`config.mk`:
```
export PLATFORM = sky130hd
export DESIGN_NAME = prog_loader_flat
export DESIGN_NICKNAME = d
export VERILOG_FILES = /design/src/rtl/prog_loader_pkg.sv /design/src/rtl/prog_loader_if.sv /design/src/rtl/prog_loader.sv /design/src/flat_wrapper.sv
export SDC_FILE = /design/constraint.sdc
export NUM_CORES = 1
export LEC_CHECK = 0
export BUFFER_PORTS_ARGS = -buffer_cell sky130_fd_sc_hd__buf_2
export CELL_PAD_IN_SITES_DETAIL_PLACEMENT = 1
export CELL_PAD_IN_SITES_GLOBAL_PLACEMENT = 1
export CORE_UTILIZATION = 43
export DETAILED_ROUTE_END_ITERATION = 12
export GPL_ROUTABILITY_DRIVEN = 0
export PLACE_DENSITY_LB_ADDON = 0.3
export SLEW_MARGIN = 20
export SYNTH_ARGS = -nofsm -noshare
export SYNTH_HDL_FRONTEND = slang
export SYNTH_SLANG_ARGS = --single-unit
```
`constraint.sdc`:
```
create_clock -name clk -period 1.95 [get_ports clk]
set_input_delay 0.2925 -clock clk [delete_from_list [all_inputs] [get_ports clk]]
set_output_delay 0.2925 -clock clk [all_outputs]
set_load 0.005 [all_outputs]
```
`src/rtl/prog_loader_pkg.sv`:
```
// Shared types for the program-memory loader: FSM state encoding and packing ratio.
package prog_loader_pkg;

  typedef enum logic [2:0] {
    IDLE  = 3'd0,
    LO    = 3'd1,
    HI    = 3'd2,
    WRITE = 3'd3,
    CHECK = 3'd4,
    DONE  = 3'd5,
    ERR   = 3'd6
  } loader_state_t;

  localparam int BYTES_PER_INSTR = 2;

endpackage

```
`src/rtl/prog_loader_if.sv`:
```
// Byte-stream handshake plus the PMem load port (LE/LA/LI) seen by the loader.
interface prog_loader_if #(
  parameter int ADDR_W  = 8,
  parameter int INSTR_W = 12
);
  logic [7:0]         in_data;
  logic               in_valid;
  logic               in_ready;
  logic               pm_le;
  logic [ADDR_W-1:0]  pm_la;
  logic [INSTR_W-1:0] pm_li;

  modport master (
    output in_data, in_valid,
    input  in_ready, pm_le, pm_la, pm_li
  );

  modport slave (
    input  in_data, in_valid,
    output in_ready, pm_le, pm_la, pm_li
  );
endinterface

```
`src/rtl/prog_loader.sv`:
```
// Packs byte pairs from a valid/ready stream into instructions and writes them to PMem.
// Optional trailing checksum byte is enabled by defining CHECKSUM_EN.
module prog_loader
  import prog_loader_pkg::*;
#(
  parameter int ADDR_W   = 8,
  parameter int INSTR_W  = 12,
  parameter int PROG_LEN = 10
) (
  input  logic         clk,
  input  logic         rst_n,
  input  logic         start_i,
  prog_loader_if.slave bus,
  output logic         busy_o,
  output logic         load_done_o,
  output logic         err_o
);

  localparam logic [ADDR_W-1:0] LAST_ADDR = ADDR_W'(PROG_LEN - 1);

  loader_state_t      state_q;
  logic [ADDR_W-1:0]  addr_q;
  logic [7:0]         lo_q;
  logic               in_ready_q;
  logic               pm_le_q;
  logic [ADDR_W-1:0]  pm_la_q;
  logic [INSTR_W-1:0] pm_li_q;
  logic               busy_q;
  logic               load_done_q;
  logic               take_d;
  logic [INSTR_W-1:0] instr_d;

  assign take_d  = bus.in_valid & in_ready_q;
  // Upper hi-byte bits beyond the instruction width are dropped here.
  assign instr_d = {bus.in_data[INSTR_W-9:0], lo_q};

`ifdef CHECKSUM_EN
  logic [7:0] acc_q;
  logic [7:0] sum_d;
  logic       err_q;

  assign sum_d = acc_q + bus.in_data;
  assign err_o = err_q;
`else
  assign err_o = 1'b0;
`endif

  // Loader FSM; every output is a register so the PMem port sees clean pulses.
  always_ff @(posedge clk or negedge rst_n) begin
    if (!rst_n) begin
      state_q     <= IDLE;
      addr_q      <= '0;
      lo_q        <= 8'h00;
      in_ready_q  <= 1'b0;
      pm_le_q     <= 1'b0;
      pm_la_q     <= '0;
      pm_li_q     <= '0;
      busy_q      <= 1'b0;
      load_done_q <= 1'b0;
`ifdef CHECKSUM_EN
      acc_q       <= 8'h00;
      err_q       <= 1'b0;
`endif
    end else begin
      pm_le_q <= 1'b0;
      case (state_q)
        IDLE, DONE, ERR: begin
          if (start_i) begin
            state_q     <= LO;
            addr_q      <= '0;
            in_ready_q  <= 1'b1;
            busy_q      <= 1'b1;
            load_done_q <= 1'b0;
`ifdef CHECKSUM_EN
            acc_q       <= 8'h00;
            err_q       <= 1'b0;
`endif
          end
        end
        LO: begin
          if (take_d) begin
            lo_q    <= bus.in_data;
            state_q <= HI;
`ifdef CHECKSUM_EN
            acc_q   <= sum_d;
`endif
          end
        end
        HI: begin
          if (take_d) begin
            state_q    <= WRITE;
            in_ready_q <= 1'b0;
            pm_le_q    <= 1'b1;
            pm_la_q    <= addr_q;
            pm_li_q    <= instr_d;
`ifdef CHECKSUM_EN
            acc_q      <= sum_d;
`endif
          end
        end
        WRITE: begin
          if (addr_q == LAST_ADDR) begin
`ifdef CHECKSUM_EN
            state_q     <= CHECK;
            in_ready_q  <= 1'b1;
`else
            state_q     <= DONE;
            busy_q      <= 1'b0;
            load_done_q <= 1'b1;
`endif
          end else begin
            addr_q     <= addr_q + ADDR_W'(1);
            state_q    <= LO;
            in_ready_q <= 1'b1;
          end
        end
`ifdef CHECKSUM_EN
        CHECK: begin
          if (take_d) begin
            in_ready_q <= 1'b0;
            busy_q     <= 1'b0;
            if (sum_d == 8'h00) begin
              state_q     <= DONE;
              load_done_q <= 1'b1;
            end else begin
              state_q <= ERR;
              err_q   <= 1'b1;
            end
          end
        end
`endif
        default: begin
          state_q    <= IDLE;
          in_ready_q <= 1'b0;
          busy_q     <= 1'b0;
        end
      endcase
    end
  end

  assign bus.in_ready = in_ready_q;
  assign bus.pm_le    = pm_le_q;
  assign bus.pm_la    = pm_la_q;
  assign bus.pm_li    = pm_li_q;
  assign busy_o       = busy_q;
  assign load_done_o  = load_done_q;

endmodule

```
`src/flat_wrapper.sv`:
```
// flat-port wrapper written by rule: the top's interface ports become plain ports
module prog_loader_flat import prog_loader_pkg::*;
#(
  parameter int ADDR_W   = 8,
  parameter int INSTR_W  = 12,
  parameter int PROG_LEN = 10
)
  (clk, rst_n, start_i, busy_o, load_done_o, err_o, bus_in_data, bus_in_valid, bus_in_ready, bus_pm_le, bus_pm_la, bus_pm_li);
  prog_loader_if #(.ADDR_W(ADDR_W), .INSTR_W(INSTR_W)) bus_i ();
  input  logic clk;
  input  logic rst_n;
  input  logic start_i;
  output logic busy_o;
  output logic load_done_o;
  output logic err_o;
  input wire logic [$bits(bus_i.in_data)-1:0] bus_in_data;
  input wire logic [$bits(bus_i.in_valid)-1:0] bus_in_valid;
  output wire logic [$bits(bus_i.in_ready)-1:0] bus_in_ready;
  output wire logic [$bits(bus_i.pm_le)-1:0] bus_pm_le;
  output wire logic [$bits(bus_i.pm_la)-1:0] bus_pm_la;
  output wire logic [$bits(bus_i.pm_li)-1:0] bus_pm_li;
  assign bus_i.in_data = bus_in_data;
  assign bus_i.in_valid = bus_in_valid;
  assign bus_in_ready = bus_i.in_ready;
  assign bus_pm_le = bus_i.pm_le;
  assign bus_pm_la = bus_i.pm_la;
  assign bus_pm_li = bus_i.pm_li;
  prog_loader #(.ADDR_W(ADDR_W), .INSTR_W(INSTR_W), .PROG_LEN(PROG_LEN)) u_core (.clk(clk), .rst_n(rst_n), .start_i(start_i), .bus(bus_i), .busy_o(busy_o), .load_done_o(load_done_o), .err_o(err_o));
endmodule
```
==> results.txt <==
Outcome - complete, no violations
Die Wd - 69.2 um
Fmax - 558 MHz
Setup Skew - 0.00558 ns
Hold Crit Start - bus_in_data[5]
Dpl hpwl - 3130 um
Reg power frac - 0.443
Worst Hold Path Cells - 2
Top_reg_cell synth - dfrtp_1
Least-Margin Pin Slew - 0.561 ns
Leakage - 1.10 nW
IR drop worst, VDD - 0.000696 V
1st-iter DRT viols - 72
Post-synth EDFFs - 0
DRT antenna net count - 0
Clock Tree Buf Depth - 2
DRT Pass-1 Iters - 4
Wire length per cell - 17.0 um
Crit Path Max Fanout - 13
Asr flop ratio synth - 1.00
Post-Syn Area - 1940 um2
IO buf count - 35
Number of CTS-inserted buffers - 5
Nets@finish - 210
# IOs - 37
Die Area - 4790 um2
PD cells - 1410 nW/um2
DP Worst Slack - 0.158 ns
Syn Nets - 169
# DRC - 0
Number of H-tree levels - 2
Crit start category - register
Type of the worst setup path - reg -> reg
Initial antenna violation count - 0
Combinational share of power - 0.306
Effective utilization at floorplan - 0.446
Tot GR Track Use - 0.198
CP max-delay cell - dfrtp_1
Sw Share - 0.311
Post-synthesis sequential area ratio - 0.554
First-pass GRT wire length - 7490 um
Max incr delay on CP - 0.52 ns
Commonest non-fill, non-tap cell in the layout - dfrtp_1
# Post-CTS Setup Buffers - 0
Sink of the worst hold path - u_core.lo_q[5]$_DFFE_PN0P_
Hold Fails Final Rpt - 0
Max-slew headroom - 0.626
RSZ-0062 raised after global routing - false
Internal Power - 2.27 mW
CP arrival - 1.97 ns
Fin area - 2350 um2
Setup TNS - 0 ns
Fraction of layout cells with a size suffix above 1 - 0.447
Post-DP Area - 2200 um2
Min-delay worst type - in -> reg
Clock-pin slew on the worst setup and hold paths - 0.08 ns
Net Switching - 1.03 mW
Period Utilization, post-route - 0.919
Final min period - 1.79 ns
Die Y - 69.2 um
Syn Inst Count - 155
Flop-to-flop setup slack - 0.16 ns
Grt ovf - 0
Rows - 24
Finish-stage setup viols - 0
Synth warn - 0
Post-synthesis cell type count - 44
Synthesized area per cell - 12.5 um2
Worst skew pair latency - 0.29 ns
Crit path required time - 2.13 ns
Synth top area cells - dfrtp_1, mux2_2, nand3_1
WL final - 4230 um
Critical-path cell list - inv_1 -> nand2_1 -> nor3_2 -> buf_4 -> mux2_2
Area grow syn2layout - 20.8%
CTS tree - yes
Vias - 1376
Critical Path End Type - register
Vias in the first global route - 1512
Vias per cell - 5.53
Clock network power share - 0.250
Final slew viol count - 0
R2R cell count - 5
Area leader, netlist - dfrtp_1
Flip-flop and latch count after synthesis - 43
Largest net degree at the start of global routing - 23
# diodes - 0
Commonest non-fill, non-tap cells in the layout - dfrtp_1, buf_2, mux2_2, nand2_1, nand3_1
Yosys top cell area share - 0.554
Reg2reg start - u_core.state_q[0]$_DFFE_PN0P_
FF-to-FF End - u_core.bus.pm_la[4]$_DFFE_PN0P_
Placeable Area - 4350 um2
Setup ws final - 0.157 ns
Clk root buf - clkbuf_8
Max Cap Violations - 0
Clock sinks - 43
## layout make-up
type	count	area [um2]
Fill cell	468	2010
Sequential cell	43	1080
Multi-Input combinational cell	101	822
Timing Repair Buffer	40	228
Clock buffer	5	68.8
Clock inverter	3	67.6
Tap cell	52	65.1
Inverter	5	18.8
## worst max-delay path by stage
stage	start	end	slack, ns	cells after the start
finish	u_core.state_q[0]$_DFFE_PN0P_	u_core.bus.pm_la[4]$_DFFE_PN0P_	0.16	5
floorplan	u_core.addr_q[5]$_DFFE_PN0P_	u_core.addr_q[7]$_DFFE_PN0P_	0.31	4
CTS	u_core.addr_q[5]$_DFFE_PN0P_	u_core.addr_q[5]$_DFFE_PN0P_	0.16	4
global route	u_core.state_q[0]$_DFFE_PN0P_	u_core.bus.pm_la[3]$_DFFE_PN0P_	0.05	5
detailed placement	u_core.state_q[0]$_DFFE_PN0P_	u_core.bus.pm_la[4]$_DFFE_PN0P_	0.16	5
global placement	u_core.state_q[0]$_DFFE_PN0P_	u_core.bus.pm_la[4]$_DFFE_PN0P_	0.23	5
## per-layer routing
metal	part of all wire	wire, um	track usage
met3	0.039	163	0.0523
met2	0.49	2060	0.319
met5	0	0	0
met1	0.46	1960	0.259
met4	0.012	51	0.0635
## synthesized netlist by cell type, types with 2 or more instances
cell type and count:
a21oi_1 5, a221o_1 2, and3_1 2, and3_2 2, buf_2 3, clkbuf_1 2, dfrtp_1 43, ha_1 2
inv_1 5, mux2_2 28, nand2_1 8, nand2b_1 2, nand3_1 7, nand3b_1 2, nor2_1 2, nor3_1 5
o21a_1 3, o21ai_0 5, or3_1 2
## power by group through the flow
stage	Combinational, mW	Sequential [mW]	Clock (mW)
2_1_floorplan	0.679	1.41	0
3_3_place_gp	0.976	1.44	0
3_5_place_dp	1.02	1.48	0
4_1_cts	1.03	1.47	0.846
5_1_grt	1.12	1.52	0.873
6_report	1.01	1.46	0.827
## what timing repair did
action,in CTS,in global routing
endpoints found under the hold margin,21,0
gates resized for setup,0,0
hold buffers,1,0
## cells by family after synthesis
kind of cell / after synthesis / share of synthesized area
DFF: 43 / 0.554
and+or+nand+nor: 39 / 0.119
AOI/OAI and AO/OA: 30 / 0.120
muxes: 28 / 0.162
buffers and inverters: 11 / 0.0251
adders and majority gates: 2 / 0.0129
other: 1 / 0.00193
xor gates and xnor gates: 1 / 0.00451
## registers in the layout, summed over array words and instances, names as in the netlist
name,flops
u_core.bus.pm_la,8
u_core.lo_q,8
u_core.bus.in_ready,1
u_core.load_done_o,1
u_core.bus.pm_le,1
u_core.state_q,3
u_core.bus.pm_li,12
u_core.busy_o,1
u_core.addr_q,8
## through the flow
step / power [mW] / utilization / std cells / hold slack, ns
2_1_floorplan: 2.09 / - / 155 / -0.00309
3_3_place_gp: 2.42 / 0.505 / 240 / 0.296
3_5_place_dp: 2.51 / 0.505 / 240 / 0.321
4_1_cts: 3.34 / 0.539 / 249 / 0.215
5_1_grt: 3.52 / 0.539 / 249 / 0.220
6_report: 3.30 / 0.539 / 249 / 0.227
## worst max-delay path, delay by kind of cell (launching register included)
family	cells	cell delay, ns
buf+inv	2	0.44
flops	1	0.52
mux	1	0.35
simple gates	2	0.36
Power figures use the tool's default switching activity.
